### src/rtl/muldiv_seq_if.sv
// muldiv_seq_if: issue, MTHI/MTLO, flush and result bundle of the HI/LO multiply/divide unit
interface muldiv_seq_if #(parameter int WIDTH = 32);
  logic start;
  logic [1:0] op;
  logic [WIDTH-1:0] a;
  logic [WIDTH-1:0] b;
  logic hi_we;
  logic lo_we;
  logic [WIDTH-1:0] wdata;
  logic flush;
  logic busy;
  logic done;
  logic [WIDTH-1:0] hi;
  logic [WIDTH-1:0] lo;
  modport master(output start, op, a, b, hi_we, lo_we, wdata, flush, input busy, done, hi, lo);
  modport slave(input start, op, a, b, hi_we, lo_we, wdata, flush, output busy, done, hi, lo);
endinterface

### src/rtl/muldiv_seq.sv
// muldiv_seq: iterative MULT/MULTU/DIV/DIVU sequencer owning the HI/LO registers
module muldiv_seq #(
  parameter int WIDTH = 32,
  parameter int CNT_W = 6
) (
  input logic clk,
  input logic reset,
  muldiv_seq_if.slave bus
);
  typedef enum logic [1:0] {IDLE, ITER, FIX} state_t;
  state_t state, state_n;
  logic [CNT_W-1:0] cnt;
  logic [WIDTH-1:0] ma, mb, hi_r, lo_r, quo, rem;
  logic [2*WIDTH-1:0] acc, prod;
  logic [1:0] op_r;
  logic sign_a, sign_b, done_r, go, last;
  logic [WIDTH:0] msum, rtry;
  logic [WIDTH+1:0] diff;
  always_comb begin
    go = state == IDLE && bus.start && !bus.flush;
    last = cnt == CNT_W'(WIDTH - 1);
    state_n = state == IDLE ? (go ? ITER : IDLE) :
              bus.flush ? IDLE :
              state == ITER ? (last ? FIX : ITER) : IDLE;
    msum = {1'b0, acc[2*WIDTH-1:WIDTH]} + {1'b0, ma & {WIDTH{mb[0]}}};
    rtry = {acc[2*WIDTH-1:WIDTH], ma[WIDTH-1]};
    diff = {1'b0, rtry} - {2'b0, mb};
    prod = (sign_a ^ sign_b) ? -acc : acc;
    // a zero divisor leaves |a| as remainder, so the sign fix restores raw a in HI
    quo = mb == '0 ? '1 : (sign_a ^ sign_b) ? -acc[WIDTH-1:0] : acc[WIDTH-1:0];
    rem = sign_a ? -acc[2*WIDTH-1:WIDTH] : acc[2*WIDTH-1:WIDTH];
  end
  always_ff @(posedge clk or posedge reset)
    if (reset) state <= IDLE;
    else state <= state_n;
  always_ff @(posedge clk or posedge reset)
    if (reset) begin
      cnt <= '0;
      ma <= '0;
      mb <= '0;
      acc <= '0;
      op_r <= '0;
      sign_a <= 1'b0;
      sign_b <= 1'b0;
      hi_r <= '0;
      lo_r <= '0;
      done_r <= 1'b0;
    end else begin
      done_r <= 1'b0;
      if (go) begin
        sign_a <= !bus.op[0] && bus.a[WIDTH-1];
        sign_b <= !bus.op[0] && bus.b[WIDTH-1];
        ma <= (!bus.op[0] && bus.a[WIDTH-1]) ? -bus.a : bus.a;
        mb <= (!bus.op[0] && bus.b[WIDTH-1]) ? -bus.b : bus.b;
        op_r <= bus.op;
        acc <= '0;
        cnt <= '0;
      end else if (state == IDLE) begin
        if (bus.hi_we && !bus.start) hi_r <= bus.wdata;
        if (bus.lo_we && !bus.start) lo_r <= bus.wdata;
      end else if (state == ITER) begin
        cnt <= cnt + 1'b1;
        if (op_r[1]) begin
          acc <= {diff[WIDTH+1] ? rtry[WIDTH-1:0] : diff[WIDTH-1:0], acc[WIDTH-2:0], !diff[WIDTH+1]};
          ma <= ma << 1;
        end else begin
          acc <= {msum, acc[WIDTH-1:1]};
          mb <= mb >> 1;
        end
      end else if (!bus.flush) begin
        {hi_r, lo_r} <= op_r[1] ? {rem, quo} : prod;
        done_r <= 1'b1;
      end
    end
  assign bus.busy = state != IDLE;
  assign bus.done = done_r;
  assign bus.hi = hi_r;
  assign bus.lo = lo_r;
endmodule

### src/flat_wrapper.sv
// flat-port wrapper written by rule: the top's interface ports become plain ports
module muldiv_seq_flat 
#(
  parameter int WIDTH = 32,
  parameter int CNT_W = 6
)
  (clk, reset, bus_start, bus_op, bus_a, bus_b, bus_hi_we, bus_lo_we, bus_wdata, bus_flush, bus_busy, bus_done, bus_hi, bus_lo);
  muldiv_seq_if #(.WIDTH(WIDTH)) bus_i ();
  input logic clk;
  input logic reset;
  input wire logic [$bits(bus_i.start)-1:0] bus_start;
  input wire logic [$bits(bus_i.op)-1:0] bus_op;
  input wire logic [$bits(bus_i.a)-1:0] bus_a;
  input wire logic [$bits(bus_i.b)-1:0] bus_b;
  input wire logic [$bits(bus_i.hi_we)-1:0] bus_hi_we;
  input wire logic [$bits(bus_i.lo_we)-1:0] bus_lo_we;
  input wire logic [$bits(bus_i.wdata)-1:0] bus_wdata;
  input wire logic [$bits(bus_i.flush)-1:0] bus_flush;
  output wire logic [$bits(bus_i.busy)-1:0] bus_busy;
  output wire logic [$bits(bus_i.done)-1:0] bus_done;
  output wire logic [$bits(bus_i.hi)-1:0] bus_hi;
  output wire logic [$bits(bus_i.lo)-1:0] bus_lo;
  assign bus_i.start = bus_start;
  assign bus_i.op = bus_op;
  assign bus_i.a = bus_a;
  assign bus_i.b = bus_b;
  assign bus_i.hi_we = bus_hi_we;
  assign bus_i.lo_we = bus_lo_we;
  assign bus_i.wdata = bus_wdata;
  assign bus_i.flush = bus_flush;
  assign bus_busy = bus_i.busy;
  assign bus_done = bus_i.done;
  assign bus_hi = bus_i.hi;
  assign bus_lo = bus_i.lo;
  muldiv_seq #(.WIDTH(WIDTH), .CNT_W(CNT_W)) u_core (.clk(clk), .reset(reset), .bus(bus_i));
endmodule
### config.mk
export PLATFORM = sky130hd
export DESIGN_NAME = muldiv_seq_flat
export DESIGN_NICKNAME = d
export VERILOG_FILES = /design/src/rtl/muldiv_seq_if.sv /design/src/rtl/muldiv_seq.sv /design/src/flat_wrapper.sv
export SDC_FILE = /design/constraint.sdc
export NUM_CORES = 1
export LEC_CHECK = 0
export ABC_AREA = 1
export CORE_MARGIN = 1
export CORE_UTILIZATION = 35
export DETAILED_ROUTE_END_ITERATION = 10
export PLACE_DENSITY = 0.66
export SYNTH_ARGS = -nofsm -noshare
export SYNTH_HDL_FRONTEND = slang
export SYNTH_SLANG_ARGS = --single-unit
### constraint.sdc
create_clock -name clk -period 6.5 [get_ports clk]
set_input_delay 0.65 -clock clk [delete_from_list [all_inputs] [get_ports clk]]
set_output_delay 0.65 -clock clk [all_outputs]
set_load 0.02 [all_outputs]
==> impl_metrics.py, run 1 <==
metrics = {
    "outcome": {
        "status": "finished clean",
    },
    "logic_synthesis": {
        "avgSynthCellArea_sq_um": 5.95,
        "synth_area_sq_mm": 0.0191,
        "yosysWarnings": 0,
        "syn_inst": 3207,
        "synth_fp_nets": 3383,
        "synth_cell_types": 59,
        "synth_edf_count": 0,
        "ys_seq_elements": 204,
        "ys_async_sr_fraction_pct": 100,
        "yosys-top-cells-area": "dfrtp_1 27%, nand2_1 19%, nor2_1 8.8%, inv_1 8.6%, o21ai_0 6.1%",
        "synth_top_cell_by_area": "dfrtp_1",
        "seq_area_frac_synth_pct": 26.8,
        "synth_top_area_share_pct": 26.8,
        "ys.flop_type": "dfrtp_1",
    },
    "timing": {
        "finalClockSkew_ns": 0.0184,
        "period_needed_ns": 3.76,
        "relSlewSlack_pct": 20.8,
        "rsz0062_at_grt": "no",
        "finalSetupTns_ns": 0,
        "tightest_slew_ns": 1.19,
        "final-setup-viol-count": 0,
        "max_freq_mhz": 266,
        "setup_slack_ns": 2.74,
        "slew_violations": 0,
        "hold_viol_final": 0,
        "fin_crit_sh_pct": 57.9,
    },
    "detailed_routing": {
        "highest_layer": "met5",
        "routed_wl_mm": 74.0,
        "dr_wl_met3_mm": 5.73,
        "vias_per_cell": 5.28,
        "antenna_left": 0,
        "wl_met2_mm": 31.7,
        "drt_iter0_drc": 2013,
        "first_pass_iters": 5,
        "drt-met1-wl_mm": 33.0,
        "drc": 0,
        "wl_per_cell_um": 18.3,
        "vias": 21300,
    },
    "clocking": {
        "cts_inserted_buffers": 26,
        "clockBufferDepth": 3,
        "cts.sinks": 204,
        "tritoncts": "yes",
        "hold_buffers": 0,
        "cts_setup_buffers": 0,
        "cts.reportedPaths.clkPinSlew_ns": 0.06,
        "cts_htree_levels": 1,
        "ctsRootBufferMaster": "clkbuf_16",
        "clock_latency_ns": 0.56,
        "cts_resized": 0,
    },
    "layout": {
        "stdcell_count": 4036,
        "final_layout_size_suffix_gt1_share_pct": 3.32,
        "nFillCells": 5900,
        "final_cell_mix": "979 x nand2_1, 443 x nor2_1, 436 x inv_1",
        "final_common_cell": "nand2_1",
        "finalCoreUtilization_pct": 41.3,
        "layout.nets": 3496,
        "area_growth_pct": 16.5,
        "num_antenna_cells": 0,
    },
    "floorplan": {
        "die_x_um": 235,
        "std_cell_rows": 85,
        "start_util_pct": 35.4,
        "core_sq_mm": 0.0538,
        "die_area_sq_mm": 0.0554,
        "die-height_um": 235,
        "io_pins": 170,
    },
    "global_route": {
        "antenna_found_initial": 2,
        "grt_max_degree": 104,
        "globalRoute.totalOverflow": 0,
        "grtUsageTotal_pct": 26.5,
        "grt_first_pass_wirelength_mm": 116,
        "grt_pass1_vias": 19900,
    },
    "setup_path": {
        "reg2reg_to": "u_core.mb[1]",
        "worst-setup-path-type": "reg2reg",
        "r2r_cells": 8,
        "r2r_slack_ns": 2.74,
        "setup.worst_path.start_class": "flip-flop",
        "cp_max_fo": 42,
        "r2r_start": "u_core.state[0]",
        "crit_arrival_ns": 4.23,
        "cp.required_ns": 6.97,
        "end_kind": "flip-flop",
    },
    "placement": {
        "dp.cells": 3988,
        "hpwl_mm": 56.8,
        "place_congestion": 0.988,
        "pre_cts_ws_ns": 2.63,
        "numPortBuffers": 169,
    },
    "run": {
        "drv_cap": 0,
    },
    "power_and_ir_drop": {
        "p_per_area_mw_per_mm2": 458,
        "ir_drop_mv": 0.246,
        "p_leak_uw": 0.0111,
    },
    "worst_hold_path": {
        "min-delay-start": "u_core.bus.lo[21]",
        "min_to": "u_core.bus.lo[21]",
        "hold_path_depth": 2,
        "hold_path.class": "reg2reg",
    },
}
[report_power, final]
group	internal (uW)	switching, uW	leakage [uW]	total (uW)
logic	2080	4170	0.00822	6250
registers	1720	762	0.00245	2480
clock network	841	610	0.000412	1450
total	4640	5540	0.0111	10200
[flip-flops by register name (all words and copies together) (netlist names)]
register	count
u_core.cnt	6
u_core.ma	32
u_core.bus.hi	32
u_core.op_r	1
u_core.acc	64
u_core.sign_b	1
u_core.bus.done	1
u_core.state	2
u_core.mb	32
u_core.bus.lo	32
u_core.sign_a	1
[per-stage QoR]
| stage | total power, uW | hold slack (ns) | area (sq um) |
|---|---|---|---|
| finish | 10200 | 0.488 | 22200 |
| global route | 11000 | 0.518 | 22200 |
| CTS | 10000 | 0.494 | 22200 |
| detailed placement | 8560 | 0.479 | 21400 |
| global placement | 8520 | 0.472 | 21400 |
| floorplan | 6440 | 0.465 | 19100 |
[critical path, cell delays in order, from the launching register on]
cell	delay, ns
dfrtp_1	0.40
nor2_4	0.36
inv_2	0.32
nor3_2	0.90
nor2_2	0.12
nor2_4	0.72
inv_2	0.38
a221o_1	0.36
o21ai_0	0.07
[layer usage]
| layer | up-vias | track usage (%) |
|---|---|---|
| met3 | 180 | 3.66 |
| met4 | 2 | 11.5 |
| met1 | 9684 | 36.8 |
| met2 | 951 | 40.9 |
| li1 | 10500 | - |
| met5 | - | 0 |
[synth_stat cells, drive strengths merged, types with 4 or more instances]
cell type / n
a21o: 4
a21oi: 169
a22oi: 32
a31oi: 7
and2: 4
buf: 32
clkbuf: 70
clkinv: 4
dfrtp: 204
ha: 70
inv: 443
nand2: 986
nand3: 224
nand3b: 18
nand4: 42
nor2: 459
nor3: 42
o211ai: 29
o21ai: 250
o21bai: 10
o221ai: 5
o31ai: 5
or2: 9
xnor2: 22
xor2: 47
[cell type report]
cell class	instances	area [sq um]	area share [%]
Clock buffer	33	697	3.14
Clock inverter	15	148	0.664
Inverter	447	1690	7.59
Multi-Input combinational cell	2454	11900	53.5
Sequential cell	204	5100	23.0
Tap cell	696	871	3.92
Timing Repair Buffer	187	1830	8.22
[cells by family (layout without fill, tap and decap cells)]
group                    count (synthesis)  count (layout)  synth area share, %
AND/OR/NAND/NOR                       1790            1790                 38.9
buffers and inverters                  549             682                 11.1
AO/OA/AOI/OAI                          523             523                 15.3
flip-flops                             204             204                 26.8
adder cells (fa/ha/maj)                 72              72                 4.80
XOR/XNOR                                69              69                 3.17
[how the worst max path moves through the flow]
stage                               start            end  slack, ns
final                     u_core.state[0]   u_core.mb[1]       2.74
after global routing      u_core.state[0]   u_core.mb[1]       2.50
after CTS                 u_core.state[0]   u_core.mb[1]       2.77
after detailed placement        bus_flush   u_core.mb[1]       2.63
after global placement          bus_flush   u_core.mb[1]       2.70
after floorplan                     reset  u_core.acc[0]       0.28
(Power assumes the default switching activity.)
==> inputs of run 2 (changes only) <==
--- a/config.mk
+++ b/config.mk
@@ -9,7 +9,7 @@
 export CORE_MARGIN = 1
 export CORE_UTILIZATION = 35
 export DETAILED_ROUTE_END_ITERATION = 10
-export PLACE_DENSITY = 0.66
+export PLACE_DENSITY = 0.64
 export SYNTH_ARGS = -nofsm -noshare
 export SYNTH_HDL_FRONTEND = slang
 export SYNTH_SLANG_ARGS = --single-unit
==> constraint.sdc (replaced) <==
create_clock -name clk -period 3.55 [get_ports clk]
set_input_delay 0.355 -clock clk [delete_from_list [all_inputs] [get_ports clk]]
set_output_delay 0.355 -clock clk [all_outputs]
set_load 0.02 [all_outputs]
==> run 2 against run 1 <==
Against the previous run: global-route usage is 1.2 points higher; flip-flop and latch count is the same; setup slack got worse by 2.5 ns; non-clock buffer count rose by 46; sequential share of layout area is 0.47 points lower; critical path depth is 6 higher; register-to-register slack got worse by 2.5 ns; largest power group unchanged; highest routed layer is now met4.
==> impl_metrics.py, run 2 (synthesis gave the netlist of run 1 again) <==
metrics = {
    "outcome": {
        "status": "finished clean",
    },
    "layout": {
        "regArea_sq_mm": 0.00510,
        "final_cell_mix": "979 x nand2_1, 443 x nor2_1, 436 x inv_1",
        "largest_reg_flops": 64,
        "final_layout_size_suffix_gt1_share_pct": 4.70,
        "nFillCells": 5851,
        "layout.nets": 3542,
        "final_common_cell": "nand2_1",
        "multi_input_area_sq_mm": 0.0119,
        "area_growth_pct": 19.0,
        "regMostFlops": "u_core.acc",
    },
    "clocking": {
        "cts_htree_levels": 1,
        "ctsRootBufferMaster": "clkbuf_16",
        "clockBufferDepth": 3,
        "cts.reportedPaths.clkPinSlew_ns": 0.06,
        "cts_inserted_buffers": 26,
        "cts_resized": 0,
        "clock_latency_ns": 0.57,
        "hold_buffers": 0,
        "cts.sinks": 204,
        "tritoncts": "yes",
        "cts_setup_buffers": 0,
    },
    "timing": {
        "max_freq_mhz": 306,
        "finalClockSkew_ns": 0.0179,
        "slew_violations": 0,
        "setup_slack_ns": 0.285,
        "hold_viol_final": 0,
        "tightest_slew_ns": 1.18,
        "fin_crit_sh_pct": 92.0,
        "finalSetupTns_ns": 0,
        "final-setup-viol-count": 0,
        "rsz0062_at_grt": "no",
        "relSlewSlack_pct": 20.4,
        "period_needed_ns": 3.26,
    },
    "floorplan": {
        "die_area_sq_mm": 0.0554,
        "start_util_pct": 35.4,
        "core_sq_mm": 0.0538,
        "std_cell_rows": 85,
        "die_x_um": 235,
        "io_pins": 170,
        "die-height_um": 235,
    },
    "detailed_routing": {
        "drt_iter0_drc": 2110,
        "antenna_left": 0,
        "wl_per_cell_um": 18.9,
        "vias_per_cell": 5.33,
        "vias": 21800,
        "first_pass_iters": 6,
        "routed_wl_mm": 77.3,
        "drc": 0,
    },
    "global_route": {
        "grt_first_pass_wirelength_mm": 121,
        "grtUsageTotal_pct": 27.6,
        "antenna_found_initial": 2,
        "grt_pass1_vias": 20300,
        "grt_max_degree": 138,
        "globalRoute.totalOverflow": 0,
    },
    "setup_path": {
        "cp.required_ns": 4.05,
        "end_kind": "flip-flop",
        "crit_chain": "buf_4, nand2_1, inv_1, ha_1, nand2_1, inv_1, nand2_1, nand2_1, inv_1, nand3_1, xnor2_1, o21ai_0, nand3_1, nand2_1",
        "cp_slowest_cell": "o21ai_0",
        "crit_top_cell": "nand2_1",
        "worst-setup-path-type": "reg2reg",
        "cp_top_family": "compound AO/OA/AOI/OAI gates",
        "path_buf_inv": 4,
        "crit_arrival_ns": 3.76,
        "setup.worst_path.start_class": "flip-flop",
        "cp_max_fo": 25,
        "slowest_delay_ns": 0.91,
    },
    "placement": {
        "place_congestion": 1.02,
        "hpwl_mm": 60.7,
        "pre_cts_ws_ns": 0.712,
        "numPortBuffers": 169,
    },
    "power_and_ir_drop": {
        "p_per_area_mw_per_mm2": 856,
        "p_leak_uw": 0.0114,
        "ir_drop_mv": 0.433,
    },
    "run": {
        "drv_cap": 0,
    },
    "worst_hold_path": {
        "hold_path.class": "in2async",
    },
}
==> run 2: final cells by class <==
type	instances	share of cell area, %
clock buffer	30	3.07
inverter	447	7.42
clock inverter	17	0.948
multi-input combinational	2454	52.4
sequential	204	22.5
antenna	4	0.0441
tap	696	3.84
timing repair buffer	233	9.79
==> run 2: final timing paths <==
check | startpoint | end | slack, ns | depth (start not counted)
worst max register to register | u_core.mb[0] | u_core.acc[41] | 0.29 | 14
worst min register to register | u_core.bus.lo[7] | u_core.bus.lo[7] | 0.49 | 2
min in group clk | bus_wdata[12] | u_core.bus.lo[12] | 0.43 | 3
worst min-delay path | reset | u_core.bus.lo[5] | 0.27 | 3
worst max-delay path | u_core.mb[0] | u_core.acc[41] | 0.29 | 14
max in group asynchronous | reset | u_core.ma[31] | 2.45 | 3
==> run 2: metal layers <==
metal	global-route usage [%]	share of wire (%)
met2	43.2	43
met4	12.1	5.0
met1	37.9	44
met5	0	0
met3	3.88	7.7
==> run 2: worst register-to-register path, cell delays in order, from the launching register on <==
cell	delay (ns)
dfrtp_1	0.49
buf_4	0.31
nand2_1	0.08
inv_1	0.06
ha_1	0.28
nand2_1	0.18
inv_1	0.06
nand2_1	0.06
nand2_1	0.07
inv_1	0.08
nand3_1	0.14
xnor2_1	0.15
o21ai_0	0.91
nand3_1	0.22
nand2_1	0.11
==> run 2: through the flow <==
step | total power [uW] | hold WS (ns) | std cells | area, sq um | utilization [%]
6_report | 19400 | 0.271 | 4085 | 22700 | 42.2
5_1_grt | 20800 | 0.326 | 4081 | 22700 | 42.2
4_1_cts | 19100 | 0.290 | 4081 | 22700 | 42.2
3_5_place_dp | 16200 | 0.481 | 4034 | 21800 | 40.5
3_3_place_gp | 16300 | 0.468 | 4034 | 21800 | 40.5
2_1_floorplan | 11800 | 0.421 | 3207 | 19100 | -
==> run 2: power breakdown <==
part | leakage, uW | switching [uW] | internal (uW)
logic | 0.00846 | 8480 | 4060
registers | 0.00245 | 876 | 3160
clock network | 0.000434 | 1150 | 1710
total | 0.0114 | 10500 | 8920
